$ cat config.mk
export PLATFORM = sky130hd
export DESIGN_NAME = bnn_sequencer
export DESIGN_NICKNAME = d
export VERILOG_FILES = /design/src/rtl/bnn_sequencer_pkg.sv /design/src/rtl/bnn_sequencer_popcount.sv /design/src/rtl/bnn_sequencer.sv
export SDC_FILE = /design/constraint.sdc
export NUM_CORES = 1
export LEC_CHECK = 0
export CAP_MARGIN = 0
export CORE_AREA = 2 2 98 109
export CTS_BUF_LIST = sky130_fd_sc_hd__clkbuf_8
export DETAILED_ROUTE_END_ITERATION = 10
export DIE_AREA = 0 0 100 111
export HOLD_SLACK_MARGIN = 0.15
export PLACE_DENSITY = 0.95
export SLEW_MARGIN = 30
export SYNTH_ARGS = -nofsm -noshare
export SYNTH_HDL_FRONTEND = slang
export SYNTH_SLANG_ARGS = --single-unit
$ cat constraint.sdc
create_clock -name clk -period 14.8 [get_ports clk]
set_input_delay 2.96 -clock clk [delete_from_list [all_inputs] [get_ports clk]]
set_output_delay 2.96 -clock clk [all_outputs]
set_load 0.01 [all_outputs]
$ cat src/rtl/bnn_sequencer_pkg.sv
// Shared types and function codes for the Execute-stage BNN sequencer.
// Holds the FSM state encoding and the BnnFuncE opcode values.
package skylark_bnn_pkg;

    typedef enum logic [1:0] {
        IDLE = 2'd0,
        RUN  = 2'd1,
        DONE = 2'd2
    } bnn_state_t;

    localparam logic [1:0] BNN_XNPC     = 2'b00;
    localparam logic [1:0] BNN_XNPC_ACC = 2'b01;
    localparam logic [1:0] BNN_THRESH   = 2'b10;
    localparam logic [1:0] BNN_CLR      = 2'b11;

endpackage

$ cat src/rtl/bnn_sequencer_popcount.sv
// Purpose: population count of one W-bit chunk.
// Latency: combinational, zero cycles.
// Backpressure: none; pure function of its input.
module bnn_popcount #(
    parameter int W = 8
) (
    input  logic [W-1:0]             bits,
    output logic [$clog2(W+1)-1:0]   count
);

    localparam int CW = $clog2(W+1);

    always_comb begin
        count = '0;
        for (int i = 0; i < W; i++) begin
            count = count + CW'(bits[i]);
        end
    end

endmodule

$ cat src/rtl/bnn_sequencer.sv
// Purpose: sequences XNOR-popcount / accumulate / threshold / clear for the Execute-stage BNN path.
// Latency: func 00/01 take 32/CHUNK_W+1 cycles to DONE, func 10/11 take one cycle.
// Backpressure: BnnStallE holds the pipeline from the start cycle until the DONE cycle.
module bnn_sequencer
    import skylark_bnn_pkg::*;
#(
    parameter int CHUNK_W = 8,
    parameter int ACC_W   = 16
) (
    input  logic        clk,
    input  logic        reset,
    input  logic        BnnStartE,
    input  logic [1:0]  BnnFuncE,
    input  logic [31:0] OpA_E,
    input  logic [31:0] OpB_E,
    input  logic        FlushE,
    output logic [31:0] BNNResult,
    output logic        BnnStallE,
    output logic        BnnDoneE
);

    localparam int N_CHUNK = 32 / CHUNK_W;
    localparam int CNT_W   = (N_CHUNK > 1) ? $clog2(N_CHUNK) : 1;
    localparam int PC_W    = $clog2(CHUNK_W + 1);
    localparam int SUM_W   = ACC_W + 1;

    bnn_state_t         state;
    logic [CNT_W-1:0]   cnt;
    logic [31:0]        op_a;
    logic [31:0]        op_b;
    logic [1:0]         func;
    logic [5:0]         psum;
    logic [ACC_W-1:0]   acc;
    logic [31:0]        result;

    logic [31:0]        xnor_bits;
    logic [31:0]        xnor_shifted;
    logic [CHUNK_W-1:0] chunk;
    logic [PC_W-1:0]    chunk_pc;
    logic [5:0]         psum_next;
    logic [SUM_W-1:0]   acc_sum;
    logic [ACC_W-1:0]   acc_sat;
    logic               last_chunk;
    logic               thresh_hit;

    // LSB chunk first: the counter selects which slice of the XNOR word is counted this cycle.
    assign xnor_bits    = ~(op_a ^ op_b);
    assign xnor_shifted = xnor_bits >> (int'(cnt) * CHUNK_W);
    assign chunk        = xnor_shifted[CHUNK_W-1:0];

    bnn_popcount #(.W(CHUNK_W)) u_popcount (
        .bits  (chunk),
        .count (chunk_pc)
    );

    assign psum_next  = psum + 6'(chunk_pc);
    assign last_chunk = (cnt == CNT_W'(N_CHUNK - 1));

    // One extra bit of headroom so overflow is visible and clamps to all-ones.
    assign acc_sum    = {1'b0, acc} + SUM_W'(psum_next);
    assign acc_sat    = acc_sum[ACC_W] ? {ACC_W{1'b1}} : acc_sum[ACC_W-1:0];
    assign thresh_hit = (acc >= OpB_E[ACC_W-1:0]);

    always_ff @(posedge clk) begin
        if (reset) begin
            state  <= IDLE;
            cnt    <= '0;
            op_a   <= '0;
            op_b   <= '0;
            func   <= BNN_XNPC;
            psum   <= '0;
            acc    <= '0;
            result <= '0;
        end else if (FlushE) begin
            state <= IDLE;
        end else begin
            case (state)
                IDLE: begin
                    if (BnnStartE) begin
                        op_a <= OpA_E;
                        op_b <= OpB_E;
                        func <= BnnFuncE;
                        cnt  <= '0;
                        psum <= '0;
                        case (BnnFuncE)
                            BNN_THRESH: begin
                                result <= {31'b0, thresh_hit};
                                state  <= DONE;
                            end
                            BNN_CLR: begin
                                acc    <= '0;
                                result <= '0;
                                state  <= DONE;
                            end
                            default: state <= RUN;
                        endcase
                    end
                end
                RUN: begin
                    psum <= psum_next;
                    cnt  <= cnt + 1'b1;
                    if (last_chunk) begin
                        state <= DONE;
                        if (func == BNN_XNPC_ACC) begin
                            acc    <= acc_sat;
                            result <= 32'(acc_sat);
                        end else begin
                            result <= 32'(psum_next);
                        end
                    end
                end
                default: state <= IDLE;
            endcase
        end
    end

    // Mealy stall so the instruction is held in its very first Execute cycle.
    assign BnnStallE = ~FlushE & (((state == IDLE) & BnnStartE) | (state == RUN));
    assign BnnDoneE  = ~FlushE & (state == DONE);
    assign BNNResult = result;

endmodule

# After elaboration in Yosys (flattened, before gate mapping)
# Index checks and enable logic that the tools add are counted.
# Widths: inputs -> output; s select.
[word_totals]
out_inout_bits = 34
word_cells = 66
regBits = 124
[classes]
order_cmp = 1
n_eq_ne = 11
bitwise = 7
n_reduce_logical = 9
n_addsub = 10
muxes = 19
n_shift = 1
[ops]
columns = ["cell", "count"]
rows = [
  ["$pmux 32 s2", 2],
  ["$mux 16", 6],
  ["$mux 32", 2],
  ["$not 32->32", 1],
  ["$pmux 16 s2", 1],
  ["$shr 32x5->8", 1],
  ["$xor 32x32->32", 1],
  ["$add 4x1->4", 6],
  ["$add 16x6->17", 1],
  ["$ge 16x16->1", 1],
  ["$pmux 6 s2", 1],
  ["$eq 2x2->1 const B", 4],
  ["$mux 2", 4],
  ["$pmux 2 s2", 2],
  ["$add 6x4->6", 1],
  ["$mux 6", 1],
  ["$ne 2x2->1 const B", 3],
  ["$reduce_and 3->1", 2],
  ["$reduce_and 6->1", 1],
  ["$reduce_and 5->1", 1],
  ["$eq 2x1->1 const B", 2],
  ["$reduce_or 2->1", 2],
  ["$and 1x1->1", 3],
  ["$ne 3x1->1 const B", 1],
  ["8 further kinds", 8],
]

# Longest topological paths before layout
# Gate-level depths: netlist of run 1.
[depth]
ltp_word = 16
mapped_depth = 21
mapped_depth_nobuf = 20

# Hierarchy
# From an unflattened synthesis of run 1, not the netlist that was laid out.
[hier_totals]
cells_unflattened = 709
hier_area_um2 = 5878.1
[modules_own_cells]
columns = ["mod", "seq_area_each_um2", "area_per_inst_um2", "cells_each", "n_inst"]
rows = [
  ["bnn_sequencer", 2162.1, 5688.0, 685, 1],
  ["bnn_popcount", 0.0, 190.2, 24, 1],
]

# Least setup slack after synthesis of run 1
# OpenSTA, ideal clock, no wires.
[synth_timing]
path_type = "input -> output"
startpoint = "input port BnnStartE"
endpoint = "output port BnnStallE"
cell_stages = 2
required_time_ns = 11.840
arrival_time_ns = 3.447
setup_slack_ns = 8.393
path_buffers = 0
path_cell_list = "o21ai_1 > inv_1"
[synth_via]
elab_chain_cells = 3
[synth_rtl]
columns = ["item", "line_no", "source"]
rows = [
  ["start, declared", "bnn_sequencer.sv:12", "input logic BnnStartE,"],
  ["$and 1x1->1", "bnn_sequencer.sv:118", "assign BnnStallE = ~FlushE & (((state == IDLE) & BnnStartE) | (state == RUN));"],
  ["$or 1x1->1", "bnn_sequencer.sv:118", ""],
  ["$and 1x1->1", "bnn_sequencer.sv:118", ""],
  ["end, declared", "bnn_sequencer.sv:18", "output logic BnnStallE,"],
]
# No other way between the ends.

# Worst setup path after layout of run 1
# Ends and elaborated chain as after synthesis.

==> results of run 1 <==
Yosys cell counts, types with 5 or more instances:
master and count:
o21ai_0 14, o21ai_1 11, a211oi_1 6, nand3b_1 5, o211ai_1 6, a22oi_1 6, a21o_1 9, a21oi_1 91
ha_1 30, dfxtp_1 108, nor2_1 22, nor3_1 12, and3_1 6, nand2_1 154, inv_1 24, clkbuf_1 20
fa_1 6, buf_2 10, xnor2_1 22, buf_4 18, xor2_1 21, mux4_2 8
state kept, by name, indices dropped and copies added, names as in the netlist:
name / cells
psum: 6
cnt: 2
BNNResult: 16
state: 2
acc: 16
func: 2
op_b: 32
op_a: 32
power breakdown:
part | internal, µW | switching, µW | leakage (µW)
sequential | 300 | 7.08 | 0.000877
clock | 104 | 99.7 | 0.000122
combinational | 58.6 | 75.6 | 0.00174
layer usage:
metal	vias to the layer above	share of wire (%)	track usage, %
met2	178	51	43.7
met1	2362	42	32.6
met5	-	0	0
met3	31	5.2	4.67
met4	0	2.6	11.1
li1	2433	-	-
critical path, delay by kind of cell:
family | cells | cell delay (ns)
buffers and inverters | 3 | 1.11
AO/OA/AOI/OAI | 1 | 0.53
metrics by stage:
step	instances	total power, µW	area (µm²)	hold slack, ns
2_1_floorplan	693	403	5810	0.445
3_3_place_gp	857	440	6590	0.433
3_5_place_dp	857	445	6590	0.440
4_1_cts	873	643	6820	0.453
5_1_grt	873	672	6820	0.469
6_report	873	644	6820	0.447
worst max-delay path by stage:
stage,endpoint,depth (start not counted),slack [ns],startpoint
after floorplan,BnnStallE,2,8.39,BnnStartE
after global placement,BnnStallE,4,7.26,BnnStartE
after detailed placement,BnnStallE,4,7.23,BnnStartE
after CTS,BnnStallE,4,7.23,BnnStartE
after global routing,BnnStallE,4,7.04,BnnStartE
final,BnnStallE,4,7.24,BnnStartE
cell families after synthesis:
family          after synthesis  share of synthesized area (%)
xor+xnor                     43                           6.54
simple gates                230                           18.3
flops                       108                           37.6
mux                          11                           3.67
buf+inv                      74                           6.35
other cells                   1                         0.0651
compound gates              175                           19.0
fa+ha+maj                    36                           8.61
area by class of cell:
cell class / instances / area (µm²) / share of cell area, %
Multi-Input combinational cell: 511 / 3290 / 48.3
Clock inverter: 5 / 76.3 / 1.12
Timing Repair Buffer: 90 / 888 / 13.0
Clock buffer: 11 / 151 / 2.22
Tap cell: 123 / 154 / 2.26
Inverter: 25 / 93.8 / 1.38
Sequential cell: 108 / 2160 / 31.7
==> metrics.csv, run 1 <==
stage,metric,value,unit
floorplan,Die X,100,µm
cts,root buffer cell,clkbuf_8,
logic_synthesis,#FFs+latches synth,108,
global_route,initial antenna violation count,0,
placement,dpl hpwl,10400,µm
cts,H-tree lvl count,3,
logic_synthesis,Cells after Synth,678,
logic_synthesis,cell taking the most area after synthesis,dfxtp_1,
logic_synthesis,Synth async-reset ratio,0,%
sta,Final Skew,0.0153,ns
layout,diode count,0,
logic_synthesis,Netlist Area Pre-Place,0.00576,mm²
setup_path,CP most frequent cell,clkdlybuf4s50_1,
pwr,PD cells,94.5,mW/mm²
cts,Clock transition at path regs,0.10,ns
sta,Final TNS setup,0,ns
sta,Worst-Margin Slew,0.948,ns
logic_synthesis,"Primary FF master, synth",dfxtp_1,
drt,wire per inst,16.2,µm
logic_synthesis,Synth area leaders,"dfxtp_1 38%, nand2_1 10%, a21oi_1 7.9%",
drt,via count,5004,
cts,CTS tree,done,
placement,Setup WS pre-CTS,7.23,ns
sta,max-slew violations,0,
setup_path,startpoint class of the critical path,primary input,
sta,Finish-stage setup viols,0,
floorplan,I/O pins,104,
layout,"most common cell after layout, fill and taps aside",nand2_1,
setup_path,worst r2r path cells,18,
logic_synthesis,Post-Syn Area per Cell,8.49,µm²
pwr,Static Leakage,0.00274,µW
worst_hold_path,hold depth,2,
worst_hold_path,Hold EP,BNNResult[8],
logic_synthesis,Post-synth EDFFs,0,
drt,drt pass-1 iters,5,
logic_synthesis,Netlist cell types,64,
drt,final wirelength,14100,µm
setup_path,Setup CP Type,primary input to output pin,
sta,worst setup margin,7.24,ns
drt,final antenna-violating net count,0,
global_route,vias in the first global route,4815,
sta,Final period util,51.1,%
setup_path,crit end category,output pin,
cts,Clock Path Buffers,2,
layout,fillers,777,
floorplan,initial core utilization,56.7,%
setup_path,"Slowest-stage cell, CP",clkdlybuf4s50_1,
setup_path,Crit Path Max Fanout,9,
cts,Clock Sinks,108,
setup_path,r2r endpoint,BNNResult[1],
floorplan,Core Box Area,0.0101,mm²
logic_synthesis,Yosys top cell area share,37.6,%
placement,IO buf count,87,
layout,Area Growth Syn to Fin,18.4,%
sta,fin crit period,7.56,ns
sta,Fmax achieved,132,MHz
flow_run,Max Cap Viol,0,
layout,most frequent cells in the layout,"154 x nand2_1, 108 x dfxtp_1, 91 x a21oi_1",
cts,Post-CTS Setup Bufs,0,
drt,Post-route DRC,0,
logic_synthesis,sequential share of the synthesized area,37.6,%
pwr,VDD IR max,0.0803,mV
logic_synthesis,Ys Warns,0,
cts,total CTS buffers,9,
global_route,Total GRT Usage,26.0,%
cts,Post-CTS Hold Buffers,0,
setup_path,reg2reg setup slack,7.92,ns
placement,final RePlAce weighted congestion,0.878,
setup_path,r2r startpoint,cnt[0],
floorplan,Die Y,111,µm
cts,clock latency at the later pin of the worst-skew pair,0.39,ns
worst_hold_path,Worst Hold Launch,BNNResult[8],
sta,Worst slew margin,36.8,%
layout,share of cells above drive strength 1,5.33,%
setup_path,Worst EP arrival,4.60,ns
setup_path,worst path cell trace,clkdlybuf4s50_1 > o21ai_1 > inv_1 > clkdlybuf4s50_1,
cts,# resized after CTS,0,
floorplan,Die Area,0.0111,mm²
drt,Via density,5.73,
setup_path,Required @ worst endpoint,11.84,ns
sta,final hold viol count,0,
global_route,largest net degree at the start of global routing,90,
sta,RSZ-0062 raised after global routing,no,
worst_hold_path,worst min path class,register to register,
layout,Nets,851,
setup_path,CP peak stage delay,0.53,ns
drt,DRT iter0 DRCs,351,
global_route,first-pass GRT wire length,22900,µm
floorplan,# rows,39,
global_route,gr ovfl total,0,
run_status,outcome,finished clean,
layout,Final Util,67.2,%
No activity file was read; power rests on OpenSTA's default activity.
==> inputs of run 2 (changes only) <==
--- a/config.mk
+++ b/config.mk
@@ -6,12 +6,12 @@
 export NUM_CORES = 1
 export LEC_CHECK = 0
 export CAP_MARGIN = 0
-export CORE_AREA = 2 2 98 109
+export CORE_AREA = 2 2 107 119
 export CTS_BUF_LIST = sky130_fd_sc_hd__clkbuf_8
 export DETAILED_ROUTE_END_ITERATION = 10
-export DIE_AREA = 0 0 100 111
+export DIE_AREA = 0 0 109 121
 export HOLD_SLACK_MARGIN = 0.15
-export PLACE_DENSITY = 0.95
+export PLACE_DENSITY = 0.85
 export SLEW_MARGIN = 30
 export SYNTH_ARGS = -nofsm -noshare
 export SYNTH_HDL_FRONTEND = slang
==> constraint.sdc (replaced) <==
create_clock -name clk -period 6.19 [get_ports clk]
set_input_delay 1.238 -clock clk [delete_from_list [all_inputs] [get_ports clk]]
set_output_delay 1.238 -clock clk [all_outputs]
set_load 0.01 [all_outputs]
==> metrics.csv, run 2 (synthesis gave the netlist of run 1 again) <==
stage,metric,value,unit,change
cts,root buffer cell,clkbuf_8,,
sta,Finish-stage setup viols,0,,unchanged
layout,diode count,0,,unchanged
setup_path,CP peak stage delay,0.53,ns,about the same
sta,Final Skew,0.0161,ns,+0.000825 ns
floorplan,initial core utilization,48.3,%,-8.5 points
sta,worst hold slack,0.461,ns,+0.0142 ns
drt,Via density,5.38,,-6.1%
sta,final hold viol count,0,,unchanged
sta,fin crit period,5.85,ns,
pwr,Static Leakage,0.00277,µW,+1.0%
placement,Setup WS pre-CTS,0.126,ns,-7.10 ns
layout,Nets,856,,+0.59%
floorplan,Die Area,0.0132,mm²,+19%
drt,Post-route DRC,0,,unchanged
flow_run,Max Cap Viol,0,,unchanged
global_route,largest net degree at the start of global routing,89,,-1.1%
cts,clock latency at the later pin of the worst-skew pair,0.40,ns,about the same
setup_path,Crit Path Max Fanout,5,,-4
layout,share of cells above drive strength 1,8.08,%,+2.7 points
setup_path,Required @ worst endpoint,6.50,ns,-5.34 ns
run_status,outcome,finished clean,,
sta,worst setup margin,0.337,ns,-6.90 ns
floorplan,# rows,42,,+7.7%
placement,final RePlAce weighted congestion,0.932,,+6.2%
layout,most frequent cells in the layout,"154 x nand2_1, 108 x dfxtp_1, 90 x a21oi_1",,
cts,H-tree lvl count,3,,unchanged
global_route,Total GRT Usage,22.1,%,-3.9 points
global_route,vias in the first global route,4674,,-2.9%
setup_path,crit end category,register,,
drt,final antenna-violating net count,0,,unchanged
cts,Clock Sinks,108,,unchanged
pwr,PD cells,219,mW/mm²,+130%
floorplan,I/O pins,104,,unchanged
drt,DRT iter0 DRCs,271,,-23%
cts,Post-CTS Hold Buffers,0,,unchanged
floorplan,Die X,109,µm,+9.0%
cts,total CTS buffers,9,,unchanged
layout,Area Growth Syn to Fin,21.4,%,
sta,Worst slew margin,38.4,%,+1.6 points
cts,Clock Path Buffers,2,,unchanged
layout,"most common cell after layout, fill and taps aside",nand2_1,,
sta,max-slew violations,0,,unchanged
drt,via count,4891,,-2.3%
sta,Fmax achieved,171,MHz,
layout,biggest regs,"op_a x32, op_b x32",,
pwr,Pwr Total,1530,µW,+140%
sta,RSZ-0062 raised after global routing,no,,
placement,IO buf count,87,,unchanged
setup_path,startpoint class of the critical path,register,,
sta,Final TNS setup,0,ns,unchanged
setup_path,worst path cell trace,xnor2_1 > mux4_2 > ha_1 > fa_1 > inv_1 > fa_1 > fa_1 > fa_1 > xnor2_1 > ha_1 > and3_1 > a221o_1 > xor2_2 > ha_4 > a211oi_4 > o21a_1 > nor3_2 > or2_0 > a32o_1,,
cts,CTS tree,done,,
global_route,gr ovfl total,0,,unchanged
drt,wire per inst,15.4,µm,-4.9%
global_route,initial antenna violation count,0,,unchanged
setup_path,CP most frequent cell,fa_1,,
cts,Post-CTS Setup Bufs,0,,unchanged
placement,dpl hpwl,10400,µm,-0.29%
cts,Clock transition at path regs,0.12,ns,+0.02 ns
floorplan,Die Y,121,µm,+9.0%
sta,Worst-Margin Slew,0.924,ns,-0.0241 ns
drt,final wirelength,14000,µm,-1.0%
worst_hold_path,worst min path class,register to register,,
sta,Final period util,94.6,%,
setup_path,Setup CP Type,register to register,,
drt,drt pass-1 iters,6,,+1
setup_path,"Slowest-stage cell, CP",fa_1,,
floorplan,Core Box Area,0.0119,mm²,+18%
setup_path,Worst EP arrival,6.16,ns,+1.56 ns
global_route,first-pass GRT wire length,22700,µm,-1.2%
pwr,VDD IR max,0.178,mV,+120%
run 2: changes by cell type in the layout (fill, tap and decap cells not counted), sizes merged:
| cell | before | now |
|---|---|---|
| inv | 26 | 27 |
| buf | 4 | 9 |
| bufinv | 2 | 1 |
| clkinv | 2 | 4 |
| clkbuf | 11 | 9 |
run 2: worst paths after layout:
check / endpoint / cells after the start / slack, ns / from
hold reg to reg: BNNResult[14] / 2 / 0.46 / BNNResult[14]
setup / recovery: BNNResult[12] / 19 / 0.34 / op_b[24]
setup reg to reg: BNNResult[12] / 19 / 0.34 / op_b[24]
hold / removal: BNNResult[14] / 2 / 0.46 / BNNResult[14]
run 2: per-layer routing:
metal / up-vias / track usage (%) / routed length [µm]
met1: 2279 / 27.5 / 5900
met4: 0 / 6.89 / 240
li1: 2453 / - / -
met3: 19 / 3.81 / 678
met2: 140 / 38.7 / 7180
met5: - / 0 / 0
run 2: area by class of cell:
type	instances	area (µm²)
Multi-Input combinational cell	511	3380
Fill cell	1012	4940
Clock inverter	7	105
Inverter	25	93.8
Timing Repair Buffer	95	926
Tap cell	154	193
Sequential cell	108	2160
Clock buffer	9	124
run 2: worst max-delay path: cells and delay by family (launching register included):
family,cells,cell delay [ns]
XOR/XNOR,3,0.47
buffers and inverters,1,0.05
adder cells (fa/ha/maj),7,2.75
AND/OR/NAND/NOR,3,0.50
flip-flops,1,0.35
AO/OA/AOI/OAI,4,1.17
multiplexers,1,0.47
run 2: power breakdown:
part           switching, µW  internal [µW]  total (µW)
logic                    173            141         314
clock network            282            203         485
registers               15.7            717         733
total                    471           1060        1530
run 2: stage by stage:
step           instances  util [%]  cell area (µm²)
3_3_place_gp         893      55.9             6670
4_1_cts              909      57.8             6900
3_5_place_dp         893      55.9             6670
5_1_grt              909      58.6             6990
6_report             909      58.6             6990
2_1_floorplan        693         -             5810
run 2: timing repair:
action                                  CTS  global route
gates resized for setup                   0            18
endpoints found under the setup margin    0            27
hold endpoints to repair                  0             0
